$ cat config.mk
export PLATFORM = sky130hd
export DESIGN_NAME = idelay_scan
export DESIGN_NICKNAME = d
export VERILOG_FILES = /design/src/rtl/idelay_scan.sv
export SDC_FILE = /design/constraint.sdc
export NUM_CORES = 1
export LEC_CHECK = 0
export ABC_CLOCK_PERIOD_IN_PS = 6500
export CAP_MARGIN = 20
export CORE_MARGIN = 2
export CORE_UTILIZATION = 60
export CTS_CLUSTER_SIZE = 12
export DETAILED_ROUTE_END_ITERATION = 16
export PLACE_DENSITY_LB_ADDON = 0.25
export SETUP_SLACK_MARGIN = 0.02
export SLEW_MARGIN = 30
export SYNTH_ARGS = -nofsm -noshare
export SYNTH_HDL_FRONTEND = slang
export SYNTH_SLANG_ARGS = --single-unit
$ cat constraint.sdc
create_clock -name clk -period 6.5 [get_ports clk]
set_clock_uncertainty 0.2 [all_clocks]
set_input_delay 1.625 -clock clk [delete_from_list [all_inputs] [get_ports clk]]
set_output_delay 1.625 -clock clk [all_outputs]
set_load 0.02 [all_outputs]
$ cat src/rtl/idelay_scan.sv
// IDELAYE2 tap scanner: sweeps all 32 taps, records which ones see the training
// pattern cleanly, then loads the centre of the longest passing window.
module idelay_scan #(
   parameter int SETTLE_CYCLES = 16,
   parameter int SAMPLE_CYCLES = 64
) (
   input  logic        clk,
   input  logic        rst,
   input  logic        start,
   input  logic        match,
   input  logic        man_ld,
   input  logic [4:0]  man_tap,
   output logic [4:0]  cntvaluein,
   output logic        ld,
   output logic        busy,
   output logic        done,
   output logic        fail,
   output logic [31:0] good_map,
   output logic [4:0]  best_tap,
   output logic [5:0]  best_len
);

   typedef enum logic [2:0] {
      IDLE, LOAD, SETTLE, SAMPLE, NEXT, PICK, APPLY, DONE
   } state_t;

   state_t      state, nstate;
   logic [15:0] cnt;
   logic [4:0]  tap;
   logic        pass;
   logic [4:0]  cur_start, run_start, fin_start, pick_tap;
   logic [5:0]  cur_len, run_len, fin_len;
   logic        settle_end, sample_end;
   logic        start_go, man_go;
   logic        ld_d, done_d, busy_d;
   logic [4:0]  cv_d;

   assign settle_end = (cnt == 16'(SETTLE_CYCLES - 1));
   assign sample_end = (cnt == 16'(SAMPLE_CYCLES - 1));
   // Requests are held off while ld is high so two loads never abut.
   assign start_go   = (state == IDLE) && start && !ld;
   assign man_go     = (state == IDLE) && !start && man_ld && !ld;

   always_ff @(posedge clk or posedge rst) begin
      if (rst) state <= IDLE;
      else     state <= nstate;
   end

   always_comb begin
      nstate = state;
      unique case (state)
         IDLE:    if (start_go) nstate = LOAD;
         LOAD:    nstate = SETTLE;
         SETTLE:  if (settle_end) nstate = SAMPLE;
         SAMPLE:  if (sample_end) nstate = NEXT;
         NEXT:    nstate = (tap == 5'd31) ? PICK : LOAD;
         PICK:    nstate = APPLY;
         APPLY:   nstate = DONE;
         DONE:    nstate = IDLE;
         default: nstate = IDLE;
      endcase
   end

   // A run still open at tap 31 competes here, without wrapping to tap 0.
   always_comb begin
      fin_len   = run_len;
      fin_start = run_start;
      if (cur_len > run_len) begin
         fin_len   = cur_len;
         fin_start = cur_start;
      end
      pick_tap = 5'd0;
      if (fin_len != 6'd0)
         pick_tap = fin_start + 5'((fin_len - 6'd1) >> 1);
   end

   always_comb begin
      ld_d   = 1'b0;
      cv_d   = cntvaluein;
      done_d = (nstate == DONE);
      busy_d = (nstate != IDLE) && (nstate != DONE);
      if (nstate == LOAD) begin
         ld_d = 1'b1;
         cv_d = (state == IDLE) ? 5'd0 : tap + 5'd1;
      end else if (nstate == APPLY) begin
         ld_d = 1'b1;
         cv_d = pick_tap;
      end else if (man_go) begin
         ld_d = 1'b1;
         cv_d = man_tap;
      end
   end

   always_ff @(posedge clk or posedge rst) begin
      if (rst) begin
         cnt        <= '0;
         tap        <= '0;
         pass       <= 1'b0;
         cur_start  <= '0;
         cur_len    <= '0;
         run_start  <= '0;
         run_len    <= '0;
         ld         <= 1'b0;
         cntvaluein <= '0;
         busy       <= 1'b0;
         done       <= 1'b0;
         fail       <= 1'b0;
         good_map   <= '0;
         best_tap   <= '0;
         best_len   <= '0;
      end else begin
         ld         <= ld_d;
         cntvaluein <= cv_d;
         busy       <= busy_d;
         done       <= done_d;
         if ((state == SETTLE && !settle_end) ||
             (state == SAMPLE && !sample_end))
            cnt <= cnt + 16'd1;
         else
            cnt <= '0;
         if (start_go) begin
            tap       <= '0;
            good_map  <= '0;
            fail      <= 1'b0;
            cur_start <= '0;
            cur_len   <= '0;
            run_start <= '0;
            run_len   <= '0;
         end
         if (man_go)
            best_tap <= man_tap;
         if (state == LOAD)
            pass <= 1'b1;
         if (state == SAMPLE)
            pass <= pass & match;
         if (state == NEXT) begin
            good_map[tap] <= pass;
            if (pass) begin
               if (cur_len == 6'd0) cur_start <= tap;
               cur_len <= cur_len + 6'd1;
            end else begin
               if (cur_len > run_len) begin
                  run_len   <= cur_len;
                  run_start <= cur_start;
               end
               cur_len <= '0;
            end
            if (tap != 5'd31) tap <= tap + 5'd1;
         end
         if (state == PICK) begin
            best_len <= fin_len;
            best_tap <= pick_tap;
            if (fin_len == 6'd0) fail <= 1'b1;
         end
      end
   end

endmodule

==> impl_metrics.tcl, run 1 <==
set metrics [dict create \
    end_kind "flip-flop" \
    final_nets 667 \
    fin_tns_setup_ps 0 \
    avgSynthCellArea_um2 8.73 \
    post-dp-hpwl_um 8360 \
    die_width_um 96.7 \
    vias 4287 \
    yosysMostFrequentCell "nand2_1" \
    worstPathRequired_ps 6540 \
    p_per_area_nw_per_um2 172 \
    drive_gt1_frac 0.0499 \
    io_pins 62 \
    synth_top_family_by_area "simple AND/OR/NAND/NOR gates" \
    use_met1 0.369 \
    cts.sinks 99 \
    syn_to_final_growth_pct 16.7 \
    fin_hold_ws_ps 261 \
    crit-reg2reg-launch "cur_len[3]" \
    gr-usage-all-layers 0.265 \
    wl_per_cell_um 16.2 \
    dp_cells 730 \
    r2r_cells 13 \
    initialDrtViolationCount 252 \
    synth_warnings 0 \
    synthTopCellsByArea "dfrtp_1 48%, nand2_1 9.5%, o21ai_0 7.2%, nor2_1 5.5%, ha_1 4.9%" \
    first_pass_iters 5 \
    critPathKind "reg2reg" \
    ctsHoldBuffers 0 \
    synth.distinct_cells 49 \
    avgViaCountPerCell 5.75 \
    ctsLongestPathBuffers 2 \
    startpoint "cur_len[3]" \
    hold_viol 0 \
    clkTransAtPathRegs_ps 90 \
    cts_resized 0 \
    drc 0 \
    dieArea_um2 9350 \
    cts.root.buffer_cell "clkbuf_8" \
    grt_setup_unrepaired "false" \
    crit_fanout 22 \
    synth_compound_area_frac 0.132 \
    grt-ovfl-total 0 \
    grt_max_degree 60 \
    grt_use_met3 0.0730 \
    status "completed" \
    muxShareOfSynthArea 0.0231 \
    synthCells 590 \
    max_freq_ghz 0.248 \
    synth_fp_nets 621 \
    arrival_ps 4070 \
    cts_buffers 9 \
    synth-xor-area-share 0.0493 \
    slew_headroom 0.564 \
    synth_commonest_cells "130 x nand2_1, 99 x dfrtp_1, 76 x nor2_1, 74 x o21ai_0, 22 x clkbuf_1" \
    synth_enable_flop_cells 0 \
    core-area_um2 8260 \
    cts_tree "built" \
    synth_top_cell_by_area "dfrtp_1" \
    io_buffers 61 \
    r2r_slack_ps 2470 \
    h-tree-depth 3 \
    grt_pass1_wl_um 20300 \
    layout_min_cycle_time_ps 4030 \
    leakage_nw 2.61 \
    antenna_left 0 \
    insertion_delay_ps 360 \
    setup_viol 0 \
    startpoint_type "flip-flop" \
    synthAdderAreaFrac 0.0525 \
    hold_path.class "reg2reg" \
    floorplan.rows 33 \
    start_util 0.624 \
    die_h_um 96.7 \
    ir_drop_v 0.000119 \
    synth_top_area_share 0.481 \
    synthArstFlopShare 1.00 \
    antenna_found_initial 0 \
    syn-cell-area_um2 5150 \
    ys_ff_latch 99 \
    grt-busiest-layer "met2" \
    r2r-end "best_tap[4]" \
    routed_wl_um 12100 \
    yosysSeqAreaShare 0.481 \
    instances_no_fill 746 \
    grt_pass1_vias 4104 \
    fin_crit_sh 0.620 \
    cts_setup_buffers 0 \
    finish.utilization 0.728 \
    total_power_mw 1.03 \
    cp-endpoint "best_tap[4]" \
    cap_violations 0 \
    routabilityCongestion 0.926 \
    yosys.area_share.simple 0.228 \
    tightest_slew_ps 653 \
    diodes 0 \
    slew_violations 0 \
    grt_use_met2 0.424 \
    ys.flop_type "dfrtp_1" \
]
-- area by class of cell --
| class | instances | area (µm²) |
|---|---|---|
| Multi-Input combinational cell | 447 | 2510 |
| Sequential cell | 99 | 2480 |
| Fill cell | 608 | 2250 |
| Timing Repair Buffer | 65 | 641 |
| Clock buffer | 13 | 149 |
| Tap cell | 105 | 131 |
| Inverter | 14 | 57.6 |
| Clock inverter | 3 | 46.3 |
-- where the power goes --
| group | switching, mW | leakage, nW | internal (mW) |
|---|---|---|---|
| sequential | 0.000000000000814 | 1.03 | 0.615 |
| combinational | 0.0133 | 1.48 | 0.00543 |
| clock | 0.209 | 0.0943 | 0.191 |
-- flip-flops by register name, summed over array words and instances, names as in the netlist, 3 cells and up --
name and flops:
best_len 6, best_tap 5, cnt 16, cntvaluein 5, cur_len 6, cur_start 5
good_map 32, run_len 6, run_start 5, state 3, tap 5
-- metrics by stage --
stage	cell area [µm²]	worst slack (ps)
final	6010	2470
after global routing	6010	2190
after CTS	6000	2190
after detailed placement	5810	2210
after global placement	5800	2450
after floorplan	5150	2080
-- how the worst min path moves through the flow --
| stage | start | end | slack [ps] | cells after the start |
|---|---|---|---|---|
| floorplan | cnt[0] | cnt[0] | 220 | 1 |
| global placement | cnt[0] | cnt[0] | 240 | 1 |
| detailed placement | cnt[0] | cnt[0] | 250 | 1 |
| CTS | cnt[0] | cnt[0] | 270 | 1 |
| global route | cnt[0] | cnt[0] | 280 | 1 |
| finish | cnt[0] | cnt[0] | 260 | 1 |
-- worst max-delay path, cell delays in order, from the launching register on --
cell,delay (ps)
dfrtp_1,520
ha_1,380
nand4_1,130
o21bai_1,220
a31oi_4,560
nor2_1,100
a21oi_1,280
ha_1,270
xnor2_1,140
fa_1,450
a21o_1,190
a21oi_1,160
xnor2_1,160
o22ai_1,120
-- cell families (layout without fill, tap and decap cells) --
kind of cell | after synthesis | in the layout
AND/OR/NAND/NOR | 267 | 267
AO/OA/AOI/OAI | 119 | 119
flip-flops | 99 | 99
buffers and inverters | 44 | 95
XOR/XNOR | 29 | 29
adder cells (fa/ha/maj) | 21 | 21
multiplexers | 11 | 11
-- routing by layer --
metal	vias up	routed length, µm
met4	0	128
met1	2052	5310
li1	2066	-
met2	154	5780
met5	-	0
met3	15	840
-- placed cells by master, fill, tap and decap left out, types with 7 or more instances in the layout --
cell type        count
ha_1                20
a21oi_1             16
nand3_1             13
clkdlybuf4s50_1     61
clkbuf_8            10
nand2_1            130
nor2_1              76
o21ai_0             74
o31ai_1              7
dfrtp_1             99
xnor2_1             16
mux2_2               7
xor2_1              13
inv_1               13
nor2b_1              8
(Power assumes the default switching activity.)
==> run 2, diff against run 1 <==
- ABC_CLOCK_PERIOD_IN_PS: 6500 -> 3370
- CORE_UTILIZATION: 60 -> 51
- clock period: 6.5 -> 3.37 ns (I/O delays scaled with it)
==> impl_metrics.tcl, run 2 (synthesized netlist as in run 1, its figures left out) <==
set metrics [dict create \
    status "completed" \
    largest-register "good_map" \
    initialDrtViolationCount 240 \
    r2r_cells 16 \
    die_h_um 105 \
    grt_max_degree 52 \
    worstPathRequired_ps 3440 \
    grt_pass1_wl_um 21500 \
    h-tree-depth 3 \
    grt-ovfl-total 0 \
    routabilityCongestion 0.950 \
    syn_to_final_growth_pct 24.6 \
    final_cell_mix "128 x nand2_1, 99 x dfrtp_1, 76 x nor2_1" \
    gr-usage-all-layers 0.247 \
    pre_cts_ws_ps -79.1 \
    crit-reg2reg-launch "run_len[5]" \
    finish.utilization 0.657 \
    fin_hold_ws_ps 256 \
    start_util 0.527 \
    first_pass_iters 5 \
    floorplan.rows 36 \
    r2r-end "cntvaluein[4]" \
    hold_path.class "reg2reg" \
    dieArea_um2 10900 \
    io_buffers 61 \
    die_width_um 105 \
    cts.sinks 99 \
    hold_viol 0 \
    cap_violations 0 \
    startpoint "run_len[5]" \
    max_freq_ghz 0.304 \
    io_pins 62 \
    grt_pass1_vias 4444 \
    cp-endpoint "cntvaluein[4]" \
    end_kind "flip-flop" \
    avgViaCountPerCell 5.45 \
    setup_ws_ps 83.1 \
    ctsLongestPathBuffers 2 \
    tightest_slew_ps 646 \
    slew_headroom 0.565 \
    combPwrFrac 0.020 \
    post-dp-hpwl_um 9010 \
    layout_min_cycle_time_ps 3290 \
    switchingPower_uw 447 \
    setup_viol 0 \
    r2r_slack_ps 80 \
    ctsHoldBuffers 0 \
    fin_tns_setup_ps 0 \
    top_regs "good_map x32, cnt x16" \
    pwr-share-clk 0.368 \
    ir_drop_v 0.000356 \
    instances_no_fill 811 \
    cts_buffers 9 \
    antenna_left 0 \
    clkTransAtPathRegs_ps 100 \
    core-area_um2 9770 \
    vias 4416 \
    antenna_found_initial 0 \
    final_common_cell "nand2_1" \
    final_nets 703 \
    wl_per_cell_um 15.7 \
    fin_crit_sh 0.975 \
    startpoint_type "flip-flop" \
    p_per_area_nw_per_um2 302 \
    largest_reg_flops 32 \
    internal-power_mw 1.49 \
    slew_violations 0 \
    p_seq_frac 0.612 \
    critPathKind "reg2reg" \
    dp_cells 791 \
    drive_gt1_frac 0.126 \
    crit_fanout 5 \
    cts_tree "built" \
    leakage_nw 2.81 \
    drc 0 \
    grt_setup_unrepaired "true" \
    arrival_ps 3360 \
    insertion_delay_ps 390 \
    p_sw_frac 0.231 \
    cts.root.buffer_cell "clkbuf_8" \
    nFillCells 808 \
    routed_wl_um 12700 \
]
-- run 2: cell count changes in the layout (fill, tap and decap cells not counted), moves of 3 or more --
cell,change
a21oi_2,+4
a21oi_1,-4
ha_4,+3
ha_1,-3
o21ai_0,-3
o21ai_1,+3
xnor2_2,+3
xnor2_1,-3
buf_4,+33
-- run 2: how the worst min path moves through the flow --
stage	start	to	slack, ps	depth (start not counted)
floorplan	cnt[0]	cnt[0]	220	1
global placement	cnt[0]	cnt[0]	240	1
detailed placement	cnt[0]	cnt[0]	240	1
CTS	cnt[0]	cnt[0]	260	1
global route	cnt[0]	cnt[0]	290	1
finish	cnt[0]	cnt[0]	260	1
-- run 2: worst max-delay path: stages, from the launching register on --
cell	delay [ps]
dfrtp_1	360
inv_1	80
ha_4	280
nand4_1	130
o21bai_4	190
a31oi_2	190
buf_6	150
nor2_1	50
a21oi_2	210
ha_1	180
inv_1	70
ha_4	160
fa_2	330
a21o_1	170
a21oi_2	160
xnor2_2	140
o21ai_0	110
-- run 2: power by group through the flow --
| stage | Clock (mW) | Sequential [mW] | Combinational (mW) |
|---|---|---|---|
| after CTS | 0.740 | 1.19 | 0.0407 |
| after global routing | 0.771 | 1.19 | 0.0449 |
| after global placement | 0 | 1.21 | 0.0399 |
| after floorplan | 0 | 1.21 | 0.0178 |
| final | 0.713 | 1.19 | 0.0386 |
| after detailed placement | 0 | 1.21 | 0.0404 |
-- run 2: cell type report --
type / instances / area, µm² / share of cell area
Timing Repair Buffer: 101 / 931 / 0.145
Inverter: 14 / 56.3 / 0.00877
Clock inverter: 5 / 36.3 / 0.00565
Sequential cell: 99 / 2480 / 0.386
Tap cell: 133 / 166 / 0.0259
Clock buffer: 11 / 141 / 0.0220
Antenna cell: 1 / 2.50 / 0.000390
Multi-Input combinational cell: 447 / 2610 / 0.407
-- run 2: through the flow --
step | power [mW] | area (µm²)
finish | 1.94 | 6420
global route | 2.00 | 6420
CTS | 1.97 | 6330
detailed placement | 1.25 | 6110
global placement | 1.25 | 6110
floorplan | 1.23 | 5170
-- run 2: layer usage --
metal  global-route usage  up-vias  share of wire
li1                     -     2141              -
met3               0.0664       22          0.049
met4               0.0840        0          0.017
met5                    0        -              0
met2                0.398      112           0.49
met1                0.324     2141           0.45
-- run 2: what timing repair did --
action / in CTS / in global routing
pin swaps: 2 / 12
buffers inserted: 1 / 2
resized for setup: 5 / 17
gates cloned: 0 / 0
setup endpoints to repair: 5 / 7
==> run 3, diff against run 2 <==
- ABC_CLOCK_PERIOD_IN_PS: 3370 -> 3000
- CORE_UTILIZATION: 51 -> 57
- DONT_BUFFER_PORTS: not set -> 1
- clock period: 3.37 -> 3 ns (I/O delays scaled with it)
==> impl_metrics.tcl, run 3 (synthesized netlist as in run 1, its figures left out) <==
set metrics [dict create \
    cts.root.buffer_cell "clkbuf_8" \
    cts_tree "built" \
    cp-endpoint "best_tap[4]" \
    grt_setup_unrepaired "true" \
    final_cell_mix "129 x nand2_1, 99 x dfrtp_1, 76 x nor2_1" \
    grt_pass1_wl_um 20500 \
    crit-reg2reg-launch "cur_len[3]" \
    p_per_area_nw_per_um2 387 \
    gr-usage-all-layers 0.259 \
    start_util 0.588 \
    grt-ovfl-total 0 \
    seq_area_um2 2480 \
    syn_to_final_growth_pct 14.7 \
    drc 0 \
    dieArea_um2 9820 \
    largest-register "good_map" \
    crit_fanout 5 \
    die_h_um 99.1 \
    core-area_um2 8760 \
    slew_headroom 0.534 \
    worstPathRequired_ps 3040 \
    largest_reg_flops 32 \
    clkTransAtPathRegs_ps 110 \
    grt_pass1_vias 4203 \
    final_common_cell "nand2_1" \
    tightest_slew_ps 697 \
    layout_min_cycle_time_ps 3340 \
    io_pins 62 \
    leakage_nw 2.60 \
    r2r-end "best_tap[4]" \
    first_pass_iters 4 \
    setup_viol 8 \
    end_kind "flip-flop" \
    critPathKind "reg2reg" \
    drive_gt1_frac 0.162 \
    cts.sinks 99 \
    r2r_cells 13 \
    insertion_delay_ps 370 \
    grt-busiest-layer "met2" \
    status "finished with violations" \
    ir_drop_v 0.000306 \
    instances_no_fill 733 \
    startpoint_type "flip-flop" \
    hold_viol 0 \
    cap_violations 0 \
    initialDrtViolationCount 214 \
    routabilityCongestion 0.956 \
    grt_use_met3 0.0589 \
    grt_use_met2 0.422 \
    hold_path.class "in2async" \
    violations "negative setup slack" \
    avgViaCountPerCell 5.76 \
    h-tree-depth 3 \
    antenna_found_initial 0 \
    diodes 0 \
    max_freq_ghz 0.299 \
    fin_crit_sh 1.11 \
    ctsLongestPathBuffers 2 \
    cts_buffers 9 \
    arrival_ps 3390 \
    use_met1 0.346 \
    routed_wl_um 12400 \
    dp_cells 712 \
    multi_input_area_um2 2640 \
    nFillCells 679 \
    setup_ws_ps -344 \
    grt_max_degree 37 \
    die_width_um 99.1 \
    top_regs "good_map x32, cnt x16" \
    antenna_left 0 \
    pre_cts_ws_ps -372 \
    floorplan.rows 34 \
    r2r_slack_ps -340 \
    post-dp-hpwl_um 8840 \
    startpoint "cur_len[3]" \
    vias 4219 \
    wl_per_cell_um 16.9 \
    slew_violations 0 \
    io_buffers 0 \
    final_nets 651 \
]
[run 3: cell types whose count changed in the layout (fill, tap and decap cells not counted), moves of 2 or more]
cell,delta
inv_1,-5
o21ai_0,-3
buf_4,+9
ha_4,+2
inv_6,+2
ha_1,-2
o21ai_1,+2
inv_2,+5
clkdlybuf4s50_1,-61
clkinv_2,-2
clkinv_4,-2
[run 3: worst min path at each step]
stage / from / end / slack [ps] / cells past startpoint
after floorplan: cnt[0] / cnt[0] / 220 / 1
after global placement: cnt[0] / cnt[0] / 240 / 1
after detailed placement: cnt[0] / cnt[0] / 250 / 1
after CTS: rst / state[0] / 150 / 1
after global routing: rst / best_len[3] / 180 / 1
final: rst / state[0] / 130 / 1
[run 3: layer usage]
| metal | share of wire | vias to the layer above |
|---|---|---|
| met5 | 0 | - |
| met4 | 0.024 | 0 |
| met3 | 0.055 | 28 |
| met2 | 0.49 | 108 |
| met1 | 0.43 | 2045 |
| li1 | - | 2038 |
[run 3: per-stage QoR]
stage                util  total power [mW]  setup TNS, ps  hold WS, ps  instance area, µm²
detailed placement  0.637              1.39          -2340          250                5580
CTS                 0.663              2.30          -2300          146                5810
floorplan               -              1.38          -1030          222                5240
global placement    0.637              1.39          -1560          238                5580
global route        0.674              2.35          -3170          182                5910
finish              0.674              2.29          -2140          133                5910
[run 3: what timing repair did]
action | in CTS | in global routing
gates resized for setup | 2 | 15
gates cloned | 0 | 0
pin swaps | 8 | 5
hold buffers | 0 | 0
setup buffers | 2 | 3
endpoints found under the setup margin | 8 | 10
[run 3: worst max-delay path, cell delays in order (launching register included)]
cell and delay, ps:
dfrtp_1 430, ha_4 280, nand4_1 120, o21bai_4 200, a31oi_4 330, mux2i_4 360
ha_4 200, nand2_1 70, xnor2_1 160, o21ai_1 90, ha_1 330, a21oi_2 190
xnor2_2 140, o22ai_1 120
[run 3: cell type report]
type	count	share of cell area
multi-input combinational	447	0.446
sequential	99	0.419
timing repair buffer	49	0.0656
tap	108	0.0229
clock buffer	9	0.0210
clock inverter	7	0.0155
inverter	14	0.00953
[run 3: power breakdown]
part / switching [mW] / total, mW / internal (mW)
registers: 0.00000000000654 / 1.33 / 1.33
logic: 0.0258 / 0.0307 / 0.00492
clock network: 0.514 / 0.921 / 0.407
total: 0.540 / 2.29 / 1.75
